### src/rtl/uart_tx_arbiter.sv
// rtl/uart_tx_arbiter.sv - round-robin, packet-locking arbiter sharing one UART transmitter
`timescale 1ns/1ps
module uart_tx_arbiter #(
    parameter int NREQ         = 4,
    parameter int DBITS        = 8,
    parameter int BUSY_TIMEOUT = 64
) (
    input  logic                      PCLK,
    input  logic                      PRESETn,
    input  logic [NREQ-1:0]           req_valid,
    input  logic [NREQ*DBITS-1:0]     req_data,
    input  logic [NREQ-1:0]           req_last,
    output logic [NREQ-1:0]           req_ready,
    output logic                      tx_wr,
    output logic [DBITS-1:0]          tx_data,
    input  logic                      tx_busy,
    output logic [$clog2(NREQ)-1:0]   grant_id,
    output logic                      grant_active,
    output logic                      err_timeout
);

    localparam int IDW  = $clog2(NREQ);
    localparam int CNTW = $clog2(BUSY_TIMEOUT) + 1;
    localparam logic [IDW:0]    NREQ_W  = (IDW+1)'(NREQ);
    localparam logic [IDW-1:0]  LAST_ID = IDW'(NREQ - 1);
    localparam logic [CNTW-1:0] TO_LAST = CNTW'(BUSY_TIMEOUT - 1);

    typedef enum logic [1:0] {
        IDLE      = 2'd0,
        ISSUE     = 2'd1,
        WAIT_BUSY = 2'd2,
        WAIT_DONE = 2'd3
    } state_t;

    state_t           state_q, state_d;
    logic [IDW-1:0]   rr_ptr_q, rr_ptr_d;
    logic             lock_q, lock_d;
    logic [CNTW-1:0]  cnt_q, cnt_d;
    logic [DBITS-1:0] tx_data_q, tx_data_d;
    logic [IDW-1:0]   grant_id_q, grant_id_d;
    logic             grant_active_q, grant_active_d;
    logic             last_q, last_d;

    logic             sel_found;
    logic [IDW-1:0]   sel_idx;
    logic [IDW:0]     cand;
    logic [DBITS-1:0] sel_data;
    logic             sel_last;
    logic             handshake;
    logic [IDW-1:0]   next_ptr;

    // Pick the requester to serve: the locked owner only, else first valid from rr_ptr upward
    always_comb begin
        sel_found = 1'b0;
        sel_idx   = '0;
        cand      = '0;
        if (lock_q) begin
            sel_found = req_valid[grant_id_q];
            sel_idx   = grant_id_q;
        end else begin
            for (int k = 0; k < NREQ; k++) begin
                cand = {1'b0, rr_ptr_q} + (IDW+1)'(k);
                if (cand >= NREQ_W) begin
                    cand = cand - NREQ_W;
                end
                if (!sel_found && req_valid[cand[IDW-1:0]]) begin
                    sel_found = 1'b1;
                    sel_idx   = cand[IDW-1:0];
                end
            end
        end
    end

    // Route the selected requester's byte and last flag, and drive the one-hot ready
    always_comb begin
        sel_data  = '0;
        sel_last  = 1'b0;
        req_ready = '0;
        for (int k = 0; k < NREQ; k++) begin
            if (IDW'(k) == sel_idx) begin
                sel_data = req_data[k*DBITS +: DBITS];
                sel_last = req_last[k];
            end
        end
        if (state_q == IDLE && !tx_busy && sel_found) begin
            req_ready[sel_idx] = 1'b1;
        end
    end

    assign handshake = |(req_ready & req_valid);
    assign next_ptr  = (grant_id_q == LAST_ID) ? '0 : grant_id_q + 1'b1;

    // Next-state and strobe logic for the issue / busy-rise / busy-fall sequence
    always_comb begin
        state_d        = state_q;
        rr_ptr_d       = rr_ptr_q;
        lock_d         = lock_q;
        cnt_d          = cnt_q;
        tx_data_d      = tx_data_q;
        grant_id_d     = grant_id_q;
        grant_active_d = grant_active_q;
        last_d         = last_q;
        tx_wr          = 1'b0;
        err_timeout    = 1'b0;
        case (state_q)
            IDLE: begin
                if (handshake) begin
                    tx_data_d      = sel_data;
                    last_d         = sel_last;
                    grant_id_d     = sel_idx;
                    grant_active_d = 1'b1;
                    state_d        = ISSUE;
                end
            end
            ISSUE: begin
                tx_wr   = 1'b1;
                cnt_d   = '0;
                state_d = WAIT_BUSY;
            end
            WAIT_BUSY: begin
                if (tx_busy) begin
                    state_d = WAIT_DONE;
                end else if (cnt_q == TO_LAST) begin
                    // Transmitter never acknowledged: drop the byte and free the channel
                    err_timeout    = 1'b1;
                    lock_d         = 1'b0;
                    rr_ptr_d       = next_ptr;
                    grant_active_d = 1'b0;
                    state_d        = IDLE;
                end else begin
                    cnt_d = cnt_q + 1'b1;
                end
            end
            WAIT_DONE: begin
                if (!tx_busy) begin
                    state_d = IDLE;
                    if (last_q) begin
                        lock_d         = 1'b0;
                        rr_ptr_d       = next_ptr;
                        grant_active_d = 1'b0;
                    end else begin
                        lock_d = 1'b1;
                    end
                end
            end
            default: state_d = IDLE;
        endcase
    end

    // State register with synchronous active-low reset
    always_ff @(posedge PCLK) begin
        if (!PRESETn) begin
            state_q        <= IDLE;
            rr_ptr_q       <= '0;
            lock_q         <= 1'b0;
            cnt_q          <= '0;
            tx_data_q      <= '0;
            grant_id_q     <= '0;
            grant_active_q <= 1'b0;
            last_q         <= 1'b0;
        end else begin
            state_q        <= state_d;
            rr_ptr_q       <= rr_ptr_d;
            lock_q         <= lock_d;
            cnt_q          <= cnt_d;
            tx_data_q      <= tx_data_d;
            grant_id_q     <= grant_id_d;
            grant_active_q <= grant_active_d;
            last_q         <= last_d;
        end
    end

    assign tx_data      = tx_data_q;
    assign grant_id     = grant_id_q;
    assign grant_active = grant_active_q;

endmodule

### config.mk
export PLATFORM = sky130hd
export DESIGN_NAME = uart_tx_arbiter
export DESIGN_NICKNAME = d
export VERILOG_FILES = /design/src/rtl/uart_tx_arbiter.sv
export SDC_FILE = /design/constraint.sdc
export NUM_CORES = 1
export LEC_CHECK = 0
export BUFFER_PORTS_ARGS = -buffer_cell sky130_fd_sc_hd__clkbuf_2
export CAP_MARGIN = 0
export CORE_MARGIN = 3
export CORE_UTILIZATION = 44
export CTS_CLUSTER_SIZE = 12
export DETAILED_ROUTE_END_ITERATION = 6
export PLACE_DENSITY = 0.74
export SYNTH_ARGS = -nofsm -noshare
export SYNTH_HDL_FRONTEND = slang
export SYNTH_SLANG_ARGS = --single-unit
### constraint.sdc
create_clock -name PCLK -period 2.4 [get_ports PCLK]
set_input_delay 0 -clock PCLK [delete_from_list [all_inputs] [get_ports PCLK]]
set_output_delay 0 -clock PCLK [all_outputs]
set_load 0.005 [all_outputs]
==> flow_metrics.tcl <==
set metrics [dict create \
    status "finished clean" \
    crit_required_ns 2.56 \
    nNetsFinal 287 \
    setup_viol 0 \
    vdd_drop_max_v 0.000437 \
    clock-sinks 24 \
    cp_cell_sequence "inv_1 -> ha_1 -> or2_2 -> o31a_1 -> a2111oi_0 -> mux2i_1 -> nor2_1" \
    yosys.area_share.simple 0.201 \
    synth_top_cell_by_area "dfxtp_1" \
    finalCritPeriodShare 0.902 \
    ys_types 48 \
    use_met1 0.222 \
    port_buffers 59 \
    grt_overflow_total 0 \
    critPathMaxFanout 6 \
    hold_class "input port to flop" \
    maxCapViolations 0 \
    finalWirelength_mm 3.72 \
    die_x_um 66.7 \
    grt_setup_unrepaired "no" \
    whs_ns 0.0781 \
    synth_cells 178 \
    final_common_cell "clkbuf_2" \
    grt_start_max_net_pins 24 \
    start_kind "flop" \
    antenna_left 0 \
    fin_skew_ns 0.00723 \
    crit_slowest_cell "dfxtp_1" \
    synth_edf_count 0 \
    clk_pin_slew_ns 0.09 \
    layout_common_cells "clkbuf_2, dfxtp_1, nor2_1, mux2_2, and3_1" \
    critPathMaxStageDelay_ns 0.43 \
    crit_path_end_kind "flop" \
    crit_type "flop to flop" \
    pin_count 60 \
    first_pass_iters 4 \
    h-tree-depth 1 \
    setup_slack_ns 0.234 \
    area_growth_pct 25.3 \
    diodes 0 \
    clockBufferDepth 2 \
    cts_tree "built" \
    p_leak_uw 0.000923 \
    grt_pass1_wl_mm 5.95 \
    synthAdderAreaFrac 0.0541 \
    grtUsageMet2 0.283 \
    multi_input_comb_area_um2 1050 \
    drt-initial-drc-count 55 \
    viasPerCell 5.32 \
    synth.area.mux_share 0.158 \
    clkLatencyLatePin_ns 0.27 \
    fin_setup_tns_ns 0 \
    layout_min_cycle_time_ns 2.17 \
    antenna_found_initial 0 \
    dp_slack_ns 0.247 \
    crit_buf_inv 1 \
    regArea_um2 480 \
    async_reset_ff_frac 0 \
    synth_compound_area_frac 0.204 \
    synthXorXnorAreaFrac 0.0270 \
    powerDensity_nw_per_um2 833 \
    synth_ff_type "dfxtp_1" \
    core.rowCount 21 \
    hold_buffers 0 \
    synth-seq-cells 24 \
    dp_hpwl_mm 2.89 \
    nFillCells 313 \
    num_vias 1501 \
    ctsResizeCount 0 \
    place.gp.congestion 0.761 \
    drv_slew 0 \
    synth_area_leaders "dfxtp_1, mux2_2, a221o_1" \
    wl_per_cell_um 13.2 \
    start_util 0.470 \
    worstMarginPinSlew_ns 0.560 \
    synth.top_cell.area_share 0.297 \
    ys_warn_count 0 \
    use_met3 0.0253 \
    final_hold_viol_count 0 \
    synthesis.area_um2 1620 \
    fmax_mhz 462 \
    gr-usage-all-layers 0.171 \
    drcViolationCount 0 \
    postCtsSetupBuffers 0 \
    core-area_um2 3440 \
    yosysSeqAreaShare 0.297 \
    die-area_um2 4440 \
    drive_gt1_frac 0.419 \
    relSlewSlack 0.627 \
    die_height_um 66.7 \
    syn_avg_cell_area_um2 9.10 \
    busiest_layer "met2" \
    critPathArrivalTime_ns 2.33 \
    grt_pass1_vias 1321 \
    cts_buffers 3 \
    clockRootBuffer "clkbuf_8" \
    synth_top_family_by_area "compound AO/OA/AOI/OAI gates" \
    fin_total_pwr_uw 1690 \
    syn_nets 228 \
    crit_family "compound AO/OA/AOI/OAI gates" \
]
[power by group]
group | total (µW) | internal, µW | switching, µW | leakage [µW]
registers | 558 | 484 | 73.7 | 0.000196
logic | 781 | 392 | 389 | 0.000692
clock network | 350 | 223 | 127 | 0.0000357
[path summary, 6_finish.rpt]
| path | startpoint | endpoint | slack [ns] | cells past startpoint |
|---|---|---|---|---|
| setup / recovery | state_q[1] | grant_active | 0.23 | 7 |
| hold / removal | req_data[7] | tx_data[7] | 0.08 | 3 |
| setup reg to reg | state_q[1] | grant_active | 0.23 | 7 |
| hold reg to reg | cnt_q[5] | cnt_q[5] | 0.52 | 2 |
[metal layers]
metal	up-vias	share of wire	wire length, µm
met3	2	0.029	109
li1	779	-	-
met1	694	0.46	1700
met2	26	0.51	1880
met5	-	0	0
met4	0	0.0083	31
[synthesized netlist by cell type, drive strengths merged (2+ instances only)]
| cell | count |
|---|---|
| a221oi | 2 |
| dfxtp | 24 |
| nor2 | 18 |
| xor2 | 4 |
| nand4bb | 2 |
| o21ai | 5 |
| o211ai | 2 |
| and3 | 13 |
| mux2 | 18 |
| nand2 | 8 |
| clkbuf | 6 |
| buf | 4 |
| mux2i | 3 |
| inv | 9 |
| nor2b | 4 |
| or3 | 2 |
| ha | 7 |
| a21oi | 8 |
| o2111ai | 2 |
| a221o | 9 |
| nand2b | 2 |
| o22ai | 2 |
| a31oi | 2 |
| nor3 | 4 |
[kinds of logic (layout without fill, tap and decap cells)]
logic type                 Yosys count  after routing
and+or+nand+nor                     58             58
DFF                                 24             24
buffers and inverters               20             78
muxes                               22             22
adders and majority gates            7              7
AOI/OAI and AO/OA                   42             42
xor gates and xnor gates             5              5
[metrics by stage]
stage / util / area, µm² / std cells
after CTS: 0.589 / 2030 / 282
final: 0.589 / 2030 / 282
after global routing: 0.589 / 2030 / 282
after detailed placement: 0.569 / 1960 / 278
after floorplan: - / 1620 / 178
after global placement: 0.569 / 1960 / 278
[worst register-to-register path: stages, from the launching register on]
cell and delay [ns]:
dfxtp_1 0.43, inv_1 0.11, ha_1 0.23, or2_2 0.32, o31a_1 0.23, a2111oi_0 0.43
mux2i_1 0.25, nor2_1 0.05
[state kept, by name, summed over array words and instances (netlist names)]
| name | flops |
|---|---|
| cnt_q | 7 |
| grant_active | 1 |
| grant_id | 2 |
| last_q | 1 |
| lock_q | 1 |
| rr_ptr_q | 2 |
| state_q | 2 |
| tx_data | 8 |
[area by class of cell]
type | instances | share of cell area
multi-input combinational | 134 | 0.517
sequential | 24 | 0.237
timing repair buffer | 64 | 0.164
tap | 46 | 0.0284
clock buffer | 3 | 0.0204
inverter | 10 | 0.0185
clock inverter | 1 | 0.0148
Power figures use the tool's default switching activity.
